## src/rtl/mont_test_sequencer.sv

```systemverilog
// Self-test sequencer for a Montgomery multiplier (or any two-operand unit).
// Walks a vector memory of {A, B, expected C} triples, issues each operand
// pair to the unit under test, waits (bounded) for its result, and reports a
// per-vector pass/fail verdict plus run totals.
//
// Ports:
//   clock, reset    single clock, synchronous active-high reset
//   start           run request, honoured only when idle or done
//   rom_addr        vector-memory address (read data returns same cycle)
//   rom_rdata       vector-memory word
//   dut_in_valid    one-cycle operand strobe; dut_A / dut_B operands
//   dut_out_valid   result strobe from the unit; dut_C result
//   busy, done      run status
//   result_valid    one-cycle pulse per completed vector, pass = its verdict
//   vec_idx         current vector index
//   pass_cnt        vectors passed this run (saturating)
//   fail_cnt        vectors failed this run (saturating)
//   timeout_err     sticky, some vector timed out this run
module mont_test_sequencer #(
  parameter int unsigned WIDTH        = 128,
  parameter int unsigned ADDR_W       = 15,
  parameter int unsigned NUM_VEC      = 1024,
  parameter int unsigned TIMEOUT      = 4096,
  parameter int unsigned STOP_ON_FAIL = 0
) (
  input  logic              clock,
  input  logic              reset,
  input  logic              start,
  output logic [ADDR_W-1:0] rom_addr,
  input  logic [WIDTH-1:0]  rom_rdata,
  output logic              dut_in_valid,
  output logic [WIDTH-1:0]  dut_A,
  output logic [WIDTH-1:0]  dut_B,
  input  logic              dut_out_valid,
  input  logic [WIDTH-1:0]  dut_C,
  output logic              busy,
  output logic              done,
  output logic              result_valid,
  output logic              pass,
  output logic [15:0]       vec_idx,
  output logic [15:0]       pass_cnt,
  output logic [15:0]       fail_cnt,
  output logic              timeout_err
);

  localparam int unsigned CNT_W    = $clog2(TIMEOUT + 1);
  localparam logic [CNT_W-1:0] CNT_LAST = CNT_W'(TIMEOUT - 1);
  localparam logic [15:0]      LAST_IDX = 16'(NUM_VEC - 1);

  typedef enum logic [2:0] {
    IDLE, LD_A, LD_B, LD_C, ISSUE, WAIT, REPORT, DONE
  } state_t;

  state_t             state;
  logic [ADDR_W-1:0]  base;      // address of A for the current vector (3k)
  logic [WIDTH-1:0]   c_exp;
  logic [CNT_W-1:0]   wait_cnt;

  // Sequencer: one always_ff, every output registered.
  always_ff @(posedge clock) begin
    if (reset) begin
      state        <= IDLE;
      base         <= '0;
      rom_addr     <= '0;
      dut_A        <= '0;
      dut_B        <= '0;
      c_exp        <= '0;
      wait_cnt     <= '0;
      dut_in_valid <= 1'b0;
      busy         <= 1'b0;
      done         <= 1'b0;
      result_valid <= 1'b0;
      pass         <= 1'b0;
      vec_idx      <= '0;
      pass_cnt     <= '0;
      fail_cnt     <= '0;
      timeout_err  <= 1'b0;
    end else begin
      dut_in_valid <= 1'b0;
      result_valid <= 1'b0;

      unique case (state)
        IDLE, DONE: begin
          rom_addr <= '0;
          if (start) begin
            state       <= LD_A;
            busy        <= 1'b1;
            done        <= 1'b0;
            base        <= '0;
            vec_idx     <= '0;
            pass_cnt    <= '0;
            fail_cnt    <= '0;
            timeout_err <= 1'b0;
          end
        end

        LD_A: begin
          dut_A    <= rom_rdata;
          rom_addr <= base + ADDR_W'(1);
          state    <= LD_B;
        end

        LD_B: begin
          dut_B    <= rom_rdata;
          rom_addr <= base + ADDR_W'(2);
          state    <= LD_C;
        end

        // Strobe is raised on entry so it is high for the ISSUE cycle only.
        LD_C: begin
          c_exp        <= rom_rdata;
          dut_in_valid <= 1'b1;
          wait_cnt     <= '0;
          state        <= ISSUE;
        end

        ISSUE: begin
          wait_cnt <= '0;
          state    <= WAIT;
        end

        // A result arriving on the last counted cycle still wins over timeout.
        WAIT: begin
          if (dut_out_valid) begin
            pass         <= (dut_C == c_exp);
            result_valid <= 1'b1;
            state        <= REPORT;
          end else if (wait_cnt == CNT_LAST) begin
            pass         <= 1'b0;
            timeout_err  <= 1'b1;
            result_valid <= 1'b1;
            state        <= REPORT;
          end else begin
            wait_cnt <= wait_cnt + CNT_W'(1);
          end
        end

        REPORT: begin
          if (pass) begin
            if (pass_cnt != 16'hFFFF) pass_cnt <= pass_cnt + 16'd1;
          end else begin
            if (fail_cnt != 16'hFFFF) fail_cnt <= fail_cnt + 16'd1;
          end
          if ((vec_idx == LAST_IDX) || ((STOP_ON_FAIL != 0) && !pass)) begin
            state    <= DONE;
            busy     <= 1'b0;
            done     <= 1'b1;
            rom_addr <= '0;
          end else begin
            vec_idx  <= vec_idx + 16'd1;
            base     <= base + ADDR_W'(3);
            rom_addr <= base + ADDR_W'(3);
            state    <= LD_A;
          end
        end

        default: state <= IDLE;
      endcase
    end
  end

endmodule

```

## config.mk

```make
export PLATFORM = sky130hd
export DESIGN_NAME = mont_test_sequencer
export DESIGN_NICKNAME = d
export VERILOG_FILES = /design/src/rtl/mont_test_sequencer.sv
export SDC_FILE = /design/constraint.sdc
export NUM_CORES = 1
export LEC_CHECK = 0
export BUFFER_PORTS_ARGS = -buffer_cell sky130_fd_sc_hd__buf_2
export CAP_MARGIN = 40
export CORE_ASPECT_RATIO = 2
export CORE_UTILIZATION = 36
export DETAILED_ROUTE_END_ITERATION = 10
export GPL_ROUTABILITY_DRIVEN = 0
export SLEW_MARGIN = 20
export SYNTH_ARGS = -nofsm -noshare
export SYNTH_HDL_FRONTEND = slang
export SYNTH_SLANG_ARGS = --single-unit
export TNS_END_PERCENT = 20
```

## constraint.sdc

```tcl
create_clock -name clock -period 5.1 [get_ports clock]
set_input_delay 0.765 -clock clock [delete_from_list [all_inputs] [get_ports clock]]
set_output_delay 0.765 -clock clock [all_outputs]
set_load 0.005 [all_outputs]
```

==> impl_results.html, run 1 <==
<table>
<tr><th>Metric</th><th>Value</th></tr>
<tr><th colspan="2">Global route</th></tr>
<tr><td>Global-route track usage on met1</td><td>28.9%</td></tr>
<tr><td>Vias in the first global route</td><td>19500</td></tr>
<tr><td>Global-route track usage on met2</td><td>51.7%</td></tr>
<tr><td>Pin count of the biggest net entering global routing</td><td>197</td></tr>
<tr><td>GRT Util Overall</td><td>27.6%</td></tr>
<tr><td>Met3 global-route usage</td><td>5.70%</td></tr>
<tr><td>Number of antenna violations at the first check in global routing</td><td>23</td></tr>
<tr><td>Global-route wire length before repair</td><td>118000 um</td></tr>
<tr><td>Overflow after GRT</td><td>0</td></tr>
<tr><td>Layer carrying the most global-route usage</td><td>met2</td></tr>
<tr><th colspan="2">Clock tree</th></tr>
<tr><td>Number of buffers created by CTS</td><td>45</td></tr>
<tr><td>Worst-case clock buffer depth</td><td>3</td></tr>
<tr><td>Post-cts repair resize count</td><td>0</td></tr>
<tr><td>Number of buffers added for setup after CTS</td><td>0</td></tr>
<tr><td>Clock latency reported for the late side of the worst-skew pair</td><td>0.59 ns</td></tr>
<tr><td>Number of H-tree levels</td><td>2</td></tr>
<tr><td>TritonCTS clock tree</td><td>built</td></tr>
<tr><td>Sinks on the clock net</td><td>484</td></tr>
<tr><td>Quantity of hold-fixing buffers added after cts</td><td>0</td></tr>
<tr><td>Clock slew seen by the registers of the worst setup and hold paths</td><td>0.07 ns</td></tr>
<tr><td>Library cell used as clock root buffer</td><td>clkbuf_16</td></tr>
<tr><th colspan="2">Critical path</th></tr>
<tr><td>Crit path top cell by count</td><td>nor2_1</td></tr>
<tr><td>Startpoint of the lowest-slack register-to-register path</td><td>state[2]$_SDFFE_PP0P_</td></tr>
<tr><td>Internal reg-to-reg setup slack</td><td>1.95 ns</td></tr>
<tr><td>Worst-path fanout max</td><td>24</td></tr>
<tr><td>Cell family with the largest share of critical-path delay</td><td>simple AND/OR/NAND/NOR gates</td></tr>
<tr><td>Start point of the critical path</td><td>state[2]$_SDFFE_PP0P_</td></tr>
<tr><td>Startpoint Class</td><td>flip-flop</td></tr>
<tr><td>Crit path largest cell delay</td><td>0.87 ns</td></tr>
<tr><td>Ordered cell list for the critical path</td><td>nor2b_1 &gt; nand2_1 &gt; o21ai_1 &gt; nor2_1 &gt; xnor2_1 &gt; nor2_1</td></tr>
<tr><td>Worst path required time</td><td>5.57 ns</td></tr>
<tr><td>Setup Crit Path Kind</td><td>flip-flop to flip-flop</td></tr>
<tr><td>Critical path buffer and inverter count</td><td>0</td></tr>
<tr><td>Worst Path Arrival</td><td>3.61 ns</td></tr>
<tr><td>Type of destination of the critical path</td><td>flip-flop</td></tr>
<tr><td>Worst path slowest cell</td><td>dfxtp_1</td></tr>
<tr><th colspan="2">Power</th></tr>
<tr><td>Reg power frac</td><td>45.9%</td></tr>
<tr><td>Clock network fraction of total power</td><td>41.6%</td></tr>
<tr><td>Power per cell area</td><td>356 mW/mm^2</td></tr>
<tr><td>Internal Power</td><td>0.00644 W</td></tr>
<tr><td>Switching Share</td><td>27.4%</td></tr>
<tr><td>Net switching component of the power</td><td>0.00242 W</td></tr>
<tr><td>Worst IR drop on VDD</td><td>0.313 mV</td></tr>
<tr><td>Comb pwr share</td><td>12.5%</td></tr>
<tr><td>Leakage power of the design</td><td>10.2 nW</td></tr>
<tr><th colspan="2">Timing</th></tr>
<tr><td>Slew margin rel.</td><td>31.4%</td></tr>
<tr><td>Final min period</td><td>3.15 ns</td></tr>
<tr><td>Number of endpoints failing setup at the final stage</td><td>0</td></tr>
<tr><td>Unrepaired setup endpoints after global routing</td><td>no</td></tr>
<tr><td>TNS Setup</td><td>0 ns</td></tr>
<tr><td>Highest attainable clock frequency</td><td>0.318 GHz</td></tr>
<tr><td>Transition at the pin with the smallest max-transition slack</td><td>1.03 ns</td></tr>
<tr><td>Fin. Hold Viols</td><td>0</td></tr>
<tr><td>Final worst-path cycle share</td><td>61.7%</td></tr>
<tr><td>Final-report max-slew violation count</td><td>0</td></tr>
<tr><td>Worst-case setup margin in the final layout</td><td>1.95 ns</td></tr>
<tr><td>Layout Skew</td><td>0.0239 ns</td></tr>
<tr><th colspan="2">Drt</th></tr>
<tr><td>DRC violation count after routing</td><td>0</td></tr>
<tr><td>Vias</td><td>20000</td></tr>
<tr><td>Routed length per instance</td><td>21.4 um</td></tr>
<tr><td>Vias per cell</td><td>5.32</td></tr>
<tr><td>Iteration-0 DRC Markers</td><td>1442</td></tr>
<tr><td>Total wire length after detailed routing</td><td>80500 um</td></tr>
<tr><td>First-pass iteration count of the detailed router</td><td>6</td></tr>
<tr><td>Detail Route Antenna Nets</td><td>0</td></tr>
<tr><th colspan="2">Placement</th></tr>
<tr><td>Port Buffer Count</td><td>584</td></tr>
<tr><td>Worst slack, placed</td><td>2.09 ns</td></tr>
<tr><td>Area after DPL</td><td>0.0232 mm^2</td></tr>
<tr><td>Dpl hpwl</td><td>60000 um</td></tr>
<tr><th colspan="2">Logic synthesis</th></tr>
<tr><td>Sequential fraction of the synthesis area</td><td>48.7%</td></tr>
<tr><td>Commonest register cell after synthesis</td><td>dfxtp_1</td></tr>
<tr><td>Synthesized flop and latch total</td><td>484</td></tr>
<tr><td>Average footprint of a synthesized cell</td><td>7.78 um^2</td></tr>
<tr><td>Multiplexer area fraction after synthesis</td><td>0.214%</td></tr>
<tr><td>Synthesized-area fraction occupied by xor and xnor cells</td><td>6.91%</td></tr>
<tr><td>Yosys warning count</td><td>0</td></tr>
<tr><td>Biggest area consumer among synthesized cells</td><td>dfxtp_1</td></tr>
<tr><td>Number of distinct library cells after synthesis</td><td>68</td></tr>
<tr><td>Compound-gate portion of the synthesized area</td><td>15.7%</td></tr>
<tr><td>Dominant combinational cell family by area after synthesis</td><td>simple AND/OR/NAND/NOR gates</td></tr>
<tr><td>Gate count of the mapped netlist</td><td>2559</td></tr>
<tr><td>Total standard cell area after synthesis</td><td>0.0199 mm^2</td></tr>
<tr><td>Post-Synth Simple-Gate Area</td><td>23.6%</td></tr>
<tr><td>Syn Nets</td><td>2827</td></tr>
<tr><td>Post-synthesis async set-or-reset flop share</td><td>0%</td></tr>
<tr><td>Post-synthesis share of cell area spent on full adders, half adders and majority gates</td><td>0.503%</td></tr>
<tr><td>Leading post-synthesis cells by cell area</td><td>dfxtp_1 49%, nand2_1 15%, a21oi_1 11%</td></tr>
<tr><td>Area fraction of the dominant cell type after synthesis</td><td>48.7%</td></tr>
<tr><td>Number of flops mapped to enable cells by yosys</td><td>0</td></tr>
<tr><th colspan="2">Final layout</th></tr>
<tr><td>Total Nets Final</td><td>3308</td></tr>
<tr><td>Footprint of the flip-flops and latches</td><td>0.00969 mm^2</td></tr>
<tr><td>Multi-input gate area</td><td>0.00936 mm^2</td></tr>
<tr><td>Fin area</td><td>0.0249 mm^2</td></tr>
<tr><td>Share of cells above drive strength 1</td><td>23.0%</td></tr>
<tr><td>Number of fillers in the final layout</td><td>5546</td></tr>
<tr><td>Post-synthesis to final-layout area growth</td><td>24.9%</td></tr>
<tr><th colspan="2">Floorplanning</th></tr>
<tr><td>Floorplan die area</td><td>0.0563 mm^2</td></tr>
<tr><td>Row cnt</td><td>121</td></tr>
<tr><td>Overall die width</td><td>168 um</td></tr>
<tr><td>Effective utilization at floorplan</td><td>36.5%</td></tr>
<tr><td>Top-level I/O count</td><td>585</td></tr>
<tr><td>Floorplan die height</td><td>335 um</td></tr>
<tr><td>Core box area</td><td>0.0545 mm^2</td></tr>
<tr><th colspan="2">Run status</th></tr>
<tr><td>Run status</td><td>finished, final reports clean</td></tr>
<tr><th colspan="2">Min path</th></tr>
<tr><td>Class of the worst hold path</td><td>primary input to flip-flop</td></tr>
<tr><td>Hold path start</td><td>rom_rdata[70]</td></tr>
<tr><th colspan="2">Run</th></tr>
<tr><td>Max-Cap Viols</td><td>0</td></tr>
</table>
## metrics by stage
step           instances  hold WS (ns)  power [W]  util, %
3_3_place_gp        3665         0.437    0.00523     42.5
6_report            3762         0.428    0.00887     45.6
3_5_place_dp        3667         0.443    0.00526     42.6
5_1_grt             3760         0.425    0.00918     45.6
4_1_cts             3749         0.393    0.00894     45.5
2_1_floorplan       2559         0.436    0.00468        -
## cells by family after synthesis
| family | count (synthesis) |
|---|---|
| and+or+nand+nor | 1128 |
| AOI/OAI and AO/OA | 562 |
| DFF | 484 |
| buffers and inverters | 216 |
| xor gates and xnor gates | 157 |
| adders and majority gates | 8 |
| muxes | 4 |
## flip-flops by register name, summed over array words and instances (netlist names), 3 cells and up
name,flops
fail_cnt,16
dut_B,128
vec_idx,16
base,15
rom_addr,15
wait_cnt,13
state,3
c_exp,128
dut_A,128
pass_cnt,16
## synthesized netlist by cell type, drive strengths merged (4+ instances only)
cell type  count
a2111oi        4
a211oi        15
a21oi        432
a221oi         4
a22o           8
a22oi         10
a31oi          8
and2           8
and3          10
and4           4
buf           51
clkbuf       120
dfxtp        484
ha             8
inv           45
nand2        820
nand2b        13
nand3         40
nand3b         7
nand4         34
nor2         116
nor3          21
nor4          29
o21ai         32
o22ai         17
or2            5
or3           12
xnor2         54
xor2         103
## routing by layer
| layer | part of all wire (%) | vias up |
|---|---|---|
| li1 | - | 9458 |
| met2 | 53 | 883 |
| met3 | 7.1 | 189 |
| met1 | 35 | 9459 |
| met5 | 0.12 | - |
| met4 | 4.8 | 18 |
## power by group through the flow
stage               Sequential, W  Clock, W  Combinational (W)
global route              0.00408   0.00389            0.00120
detailed placement        0.00415         0            0.00111
floorplan                 0.00414         0           0.000543
CTS                       0.00406   0.00377            0.00111
global placement          0.00414         0            0.00109
finish                    0.00407   0.00369            0.00111
## tightest hold or removal path, stage by stage
cell and delay (ns):
buf_2 0.12, nand2_1 0.05, a21oi_1 0.05
## final cells by class
cell class | count | share of cell area (%)
clock buffer | 56 | 5.02
multi-input combinational | 1859 | 37.6
tap | 676 | 3.40
clock inverter | 26 | 1.39
sequential | 484 | 39.0
antenna | 11 | 0.111
inverter | 45 | 0.679
timing repair buffer | 605 | 12.8
## path summary, 6_finish.rpt
kind / to / cells after the start
worst max-delay path: wait_cnt[3]$_SDFFE_PP0P_ / 6
worst min-delay path: dut_A[70]$_SDFFE_PP0P_ / 3
worst max register to register: wait_cnt[3]$_SDFFE_PP0P_ / 6
worst min register to register: dut_B[115]$_SDFFE_PP0P_ / 2
## placed cells by master (no fill, tap or decap), drive strengths merged, types with 21 or more instances in the layout
master	synthesis	final
dfxtp	484	484
o21ai	32	32
nand3	40	40
inv	45	47
nor2	116	116
nor3	21	21
nor4	29	29
a21oi	432	432
nand4	34	34
xnor2	54	54
xor2	103	103
clkbuf	120	56
buf	51	605
nand2	820	820
(Power assumes the default switching activity.)
==> inputs of run 2 (changes only) <==
ABC_AREA = 1   (was unset)
clock period = 2.9 ns   (was 5.1 ns; I/O delays follow)
==> run 2 against run 1 <==
Global-route usage is 2.6 points lower; critical endpoint is now c_exp[122]$_SDFFE_PP0P_; via count is 0.88% higher; final cell count is 9.8% higher; sequential power is 120% higher; critical path type unchanged; setup slack worse by 1.3 ns; total power is 140% higher; synthesized area is 2.0% higher.
==> impl_results.html, run 2 <==
<table>
<tr><th>Metric</th><th>Value</th></tr>
<tr><th colspan="2">Final layout</th></tr>
<tr><td>Post-layout util</td><td>45.8% (was 45.6%)</td></tr>
<tr><td>Registers with the most flip-flops</td><td>c_exp: 128 flops, dut_A: 128 flops, dut_B: 128 flops (unchanged)</td></tr>
<tr><td>Most frequent cells in the layout</td><td>844 x nor2_1, 584 x buf_2, 484 x dfxtp_1 (was 820 x nand2_1, 584 x buf_2, 484 x dfxtp_1)</td></tr>
<tr><td>Fin area</td><td>0.0254 mm^2 (was 0.0249 mm^2)</td></tr>
<tr><td>Post-synthesis to final-layout area growth</td><td>25.2% (was 24.9%)</td></tr>
<tr><td>Total Nets Final</td><td>3607 (was 3308)</td></tr>
<tr><td>Final std cells w/o fill</td><td>4132 (was 3762)</td></tr>
<tr><td>Number of fillers in the final layout</td><td>5897 (was 5546)</td></tr>
<tr><td>Share of cells above drive strength 1</td><td>21.6% (was 23.0%)</td></tr>
<tr><td>Most common cell after layout, fill and taps aside</td><td>nor2_1 (was nand2_1)</td></tr>
<tr><th colspan="2">Floorplanning</th></tr>
<tr><td>Floorplan die area</td><td>0.0574 mm^2 (was 0.0563 mm^2)</td></tr>
<tr><td>Core box area</td><td>0.0556 mm^2 (was 0.0545 mm^2)</td></tr>
<tr><td>Top-level I/O count</td><td>585 (unchanged)</td></tr>
<tr><td>Effective utilization at floorplan</td><td>36.6% (was 36.5%)</td></tr>
<tr><td>Overall die width</td><td>170 um (was 168 um)</td></tr>
<tr><td>Floorplan die height</td><td>338 um (was 335 um)</td></tr>
<tr><td>Row cnt</td><td>122 (was 121)</td></tr>
<tr><th colspan="2">Drt</th></tr>
<tr><td>Iteration-0 DRC Markers</td><td>1017 (was 1442)</td></tr>
<tr><td>Total wire length after detailed routing</td><td>73800 um (was 80500 um)</td></tr>
<tr><td>First-pass iteration count of the detailed router</td><td>5 (was 6)</td></tr>
<tr><td>Routed length per instance</td><td>17.9 um (was 21.4 um)</td></tr>
<tr><td>Detail Route Antenna Nets</td><td>0 (unchanged)</td></tr>
<tr><td>Vias per cell</td><td>4.88 (was 5.32)</td></tr>
<tr><td>Vias</td><td>20200 (was 20000)</td></tr>
<tr><td>DRC violation count after routing</td><td>0 (unchanged)</td></tr>
<tr><th colspan="2">Clock tree</th></tr>
<tr><td>Library cell used as clock root buffer</td><td>clkbuf_16 (unchanged)</td></tr>
<tr><td>Worst-case clock buffer depth</td><td>3 (unchanged)</td></tr>
<tr><td>Number of H-tree levels</td><td>2 (unchanged)</td></tr>
<tr><td>Clock latency reported for the late side of the worst-skew pair</td><td>0.58 ns (was 0.59 ns)</td></tr>
<tr><td>Post-cts repair resize count</td><td>0 (unchanged)</td></tr>
<tr><td>Clock slew seen by the registers of the worst setup and hold paths</td><td>0.07 ns (about the same)</td></tr>
<tr><td>Quantity of hold-fixing buffers added after cts</td><td>0 (unchanged)</td></tr>
<tr><td>Number of buffers created by CTS</td><td>46 (was 45)</td></tr>
<tr><td>Sinks on the clock net</td><td>484 (unchanged)</td></tr>
<tr><td>Number of buffers added for setup after CTS</td><td>0 (unchanged)</td></tr>
<tr><td>TritonCTS clock tree</td><td>built (unchanged)</td></tr>
<tr><th colspan="2">Logic synthesis</th></tr>
<tr><td>Total standard cell area after synthesis</td><td>0.0203 mm^2 (was 0.0199 mm^2)</td></tr>
<tr><td>Synthesized flop and latch total</td><td>484 (unchanged)</td></tr>
<tr><td>Syn Nets</td><td>3096 (was 2827)</td></tr>
<tr><td>Top post-synthesis cells by count</td><td>845 x nor2_1, 484 x dfxtp_1, 428 x o21ai_0 (was 820 x nand2_1, 484 x dfxtp_1, 432 x a21oi_1)</td></tr>
<tr><td>Number of flops mapped to enable cells by yosys</td><td>0 (unchanged)</td></tr>
<tr><td>Gate count of the mapped netlist</td><td>2828 (was 2559)</td></tr>
<tr><td>Post-synthesis async set-or-reset flop share</td><td>0% (unchanged)</td></tr>
<tr><td>Commonest register cell after synthesis</td><td>dfxtp_1 (unchanged)</td></tr>
<tr><td>Yosys warning count</td><td>0 (unchanged)</td></tr>
<tr><td>Biggest area consumer among synthesized cells</td><td>dfxtp_1 (unchanged)</td></tr>
<tr><td>Leading post-synthesis cells by cell area</td><td>dfxtp_1 48%, nor2_1 16%, o21ai_0 11% (was dfxtp_1 49%, nand2_1 15%, a21oi_1 11%)</td></tr>
<tr><td>Dominant cell by count in the synthesized netlist</td><td>nor2_1 (was nand2_1)</td></tr>
<tr><td>Average footprint of a synthesized cell</td><td>7.18 um^2 (was 7.78 um^2)</td></tr>
<tr><td>Area fraction of the dominant cell type after synthesis</td><td>47.7% (was 48.7%)</td></tr>
<tr><td>Number of distinct library cells after synthesis</td><td>42 (was 68)</td></tr>
<tr><td>Sequential fraction of the synthesis area</td><td>47.7% (was 48.7%)</td></tr>
<tr><th colspan="2">Timing</th></tr>
<tr><td>Final worst-path cycle share</td><td>76.2% (was 61.7%)</td></tr>
<tr><td>Highest attainable clock frequency</td><td>0.453 GHz (was 0.318 GHz)</td></tr>
<tr><td>TNS Setup</td><td>0 ns (unchanged)</td></tr>
<tr><td>Layout Skew</td><td>0.0210 ns (was 0.0239 ns)</td></tr>
<tr><td>Slew margin rel.</td><td>31.7% (was 31.4%)</td></tr>
<tr><td>Hold_ws</td><td>0.109 ns (was 0.428 ns)</td></tr>
<tr><td>Number of endpoints failing setup at the final stage</td><td>0 (unchanged)</td></tr>
<tr><td>Final-report max-slew violation count</td><td>0 (unchanged)</td></tr>
<tr><td>Final min period</td><td>2.21 ns (was 3.15 ns)</td></tr>
<tr><td>Fin. Hold Viols</td><td>0 (unchanged)</td></tr>
<tr><td>Unrepaired setup endpoints after global routing</td><td>no (unchanged)</td></tr>
<tr><td>Transition at the pin with the smallest max-transition slack</td><td>1.02 ns (was 1.03 ns)</td></tr>
<tr><th colspan="2">Global route</th></tr>
<tr><td>Pin count of the biggest net entering global routing</td><td>160 (was 197)</td></tr>
<tr><td>Vias in the first global route</td><td>19500 (unchanged)</td></tr>
<tr><td>Global-route wire length before repair</td><td>111000 um (was 118000 um)</td></tr>
<tr><td>Number of antenna violations at the first check in global routing</td><td>21 (was 23)</td></tr>
<tr><td>Overflow after GRT</td><td>0 (unchanged)</td></tr>
<tr><td>GRT Util Overall</td><td>25.0% (was 27.6%)</td></tr>
<tr><th colspan="2">Power</th></tr>
<tr><td>Power per cell area</td><td>826 mW/mm^2 (was 356 mW/mm^2)</td></tr>
<tr><td>Worst IR drop on VDD</td><td>0.514 mV (was 0.313 mV)</td></tr>
<tr><td>Leakage power of the design</td><td>11.7 nW (was 10.2 nW)</td></tr>
<tr><th colspan="2">Run</th></tr>
<tr><td>Max-Cap Viols</td><td>0 (unchanged)</td></tr>
<tr><th colspan="2">Critical path</th></tr>
<tr><td>Worst path required time</td><td>3.34 ns (was 5.57 ns)</td></tr>
<tr><td>R2r endpoint</td><td>c_exp[122]$_SDFFE_PP0P_ (was wait_cnt[3]$_SDFFE_PP0P_)</td></tr>
<tr><td>Worst Path Arrival</td><td>2.65 ns (was 3.61 ns)</td></tr>
<tr><td>Startpoint Class</td><td>flip-flop (unchanged)</td></tr>
<tr><td>Depth of the most critical reg-to-reg path</td><td>7 (was 6)</td></tr>
<tr><td>Setup Crit Path Kind</td><td>flip-flop to flip-flop (unchanged)</td></tr>
<tr><td>Type of destination of the critical path</td><td>flip-flop (unchanged)</td></tr>
<tr><td>Internal reg-to-reg setup slack</td><td>0.69 ns (was 1.95 ns)</td></tr>
<tr><td>Worst-path fanout max</td><td>159 (was 24)</td></tr>
<tr><td>Startpoint of the lowest-slack register-to-register path</td><td>state[2]$_SDFFE_PP0P_ (unchanged)</td></tr>
<tr><th colspan="2">Placement</th></tr>
<tr><td>Area after DPL</td><td>0.0239 mm^2 (was 0.0232 mm^2)</td></tr>
<tr><td>Number of instances in the placed design</td><td>4035 (was 3667)</td></tr>
<tr><td>Port Buffer Count</td><td>584 (unchanged)</td></tr>
<tr><td>Dpl hpwl</td><td>52800 um (was 60000 um)</td></tr>
<tr><th colspan="2">Min path</th></tr>
<tr><td>Class of the worst hold path</td><td>primary input to flip-flop (unchanged)</td></tr>
<tr><td>Cell count of the worst hold path</td><td>3 (unchanged)</td></tr>
<tr><td>Hold path start</td><td>rom_rdata[41] (was rom_rdata[70])</td></tr>
<tr><td>Hold Path Sink</td><td>dut_B[41]$_SDFFE_PP0P_ (was dut_A[70]$_SDFFE_PP0P_)</td></tr>
<tr><th colspan="2">Run status</th></tr>
<tr><td>Run status</td><td>finished, final reports clean (unchanged)</td></tr>
</table>
==> run 2: changes by cell type after synthesis, moves of 16 or more <==
cell,before,now
nor2_1,115,845
nand2_1,820,314
o21ai_0,22,428
a21oi_1,432,108
inv_1,45,161
xor2_1,103,26
nand3_1,39,71
nor4_1,29,0
xnor2_1,54,83
o22ai_1,17,0
inv_2,0,16
==> run 2: per-stage QoR <==
step / setup WS (ns) / total power [W]
after floorplan: 1.12 / 0.0122
after global placement: 0.650 / 0.0150
after detailed placement: 0.701 / 0.0150
after CTS: 0.686 / 0.0213
after global routing: 0.441 / 0.0223
final: 0.691 / 0.0210
==> run 2: kinds of logic after synthesis <==
logic type               Yosys count  share of synthesized area (%)
XOR/XNOR                         109                           4.70
AND/OR/NAND/NOR                 1326                           26.3
flip-flops                       484                           47.7
buffers and inverters            326                           6.39
AO/OA/AOI/OAI                    575                           14.4
adder cells (fa/ha/maj)            8                          0.493
==> run 2: layer usage <==
metal	vias to the layer above	routed length (um)	global-route usage, %	part of all wire [%]
met1	9207	27300	26.4	37
met2	706	37500	45.5	51
met3	169	5510	6.18	7.5
met5	-	79	0	0.11
li1	10100	-	-	-
met4	14	3420	12.7	4.6
==> run 2: worst max path at each step <==
stage	start	end	slack [ns]	cells after the start
after floorplan	vec_idx[0]$_SDFFE_PP0P_	base[6]$_SDFFE_PP0P_	1.12	13
after global placement	dut_C[101]	pass$_SDFFE_PP0P_	0.65	12
after detailed placement	dut_C[101]	pass$_SDFFE_PP0P_	0.70	12
after CTS	vec_idx[0]$_SDFFE_PP0P_	vec_idx[14]$_SDFFE_PP0P_	0.69	12
after global routing	vec_idx[0]$_SDFFE_PP0P_	vec_idx[12]$_SDFFE_PP0P_	0.44	12
final	state[2]$_SDFFE_PP0P_	c_exp[122]$_SDFFE_PP0P_	0.69	7
==> run 2: power by group <==
group / switching [W] / leakage (nW) / internal (W)
sequential: 0.000793 / 3.95 / 0.00814
combinational: 0.00377 / 7.03 / 0.00214
clock: 0.00273 / 0.742 / 0.00343
==> run 2: cell type report <==
type	count	area (um^2)	area share, %
clock inverter	12	139	0.546
inverter	178	684	2.69
tap	744	931	3.66
antenna	15	37.5	0.148
multi-input combinational	2018	9350	36.7
clock buffer	70	1360	5.36
timing repair buffer	611	3250	12.8
sequential	484	9690	38.1
==> run 2: worst max-delay path, cell delays in order (launching register included) <==
cell and delay [ns]:
dfxtp_1 0.53, inv_1 0.14, nand3_4 0.10, buf_12 0.33, inv_4 0.04, buf_12 0.25, nor2_1 0.18, nor2_1 0.06
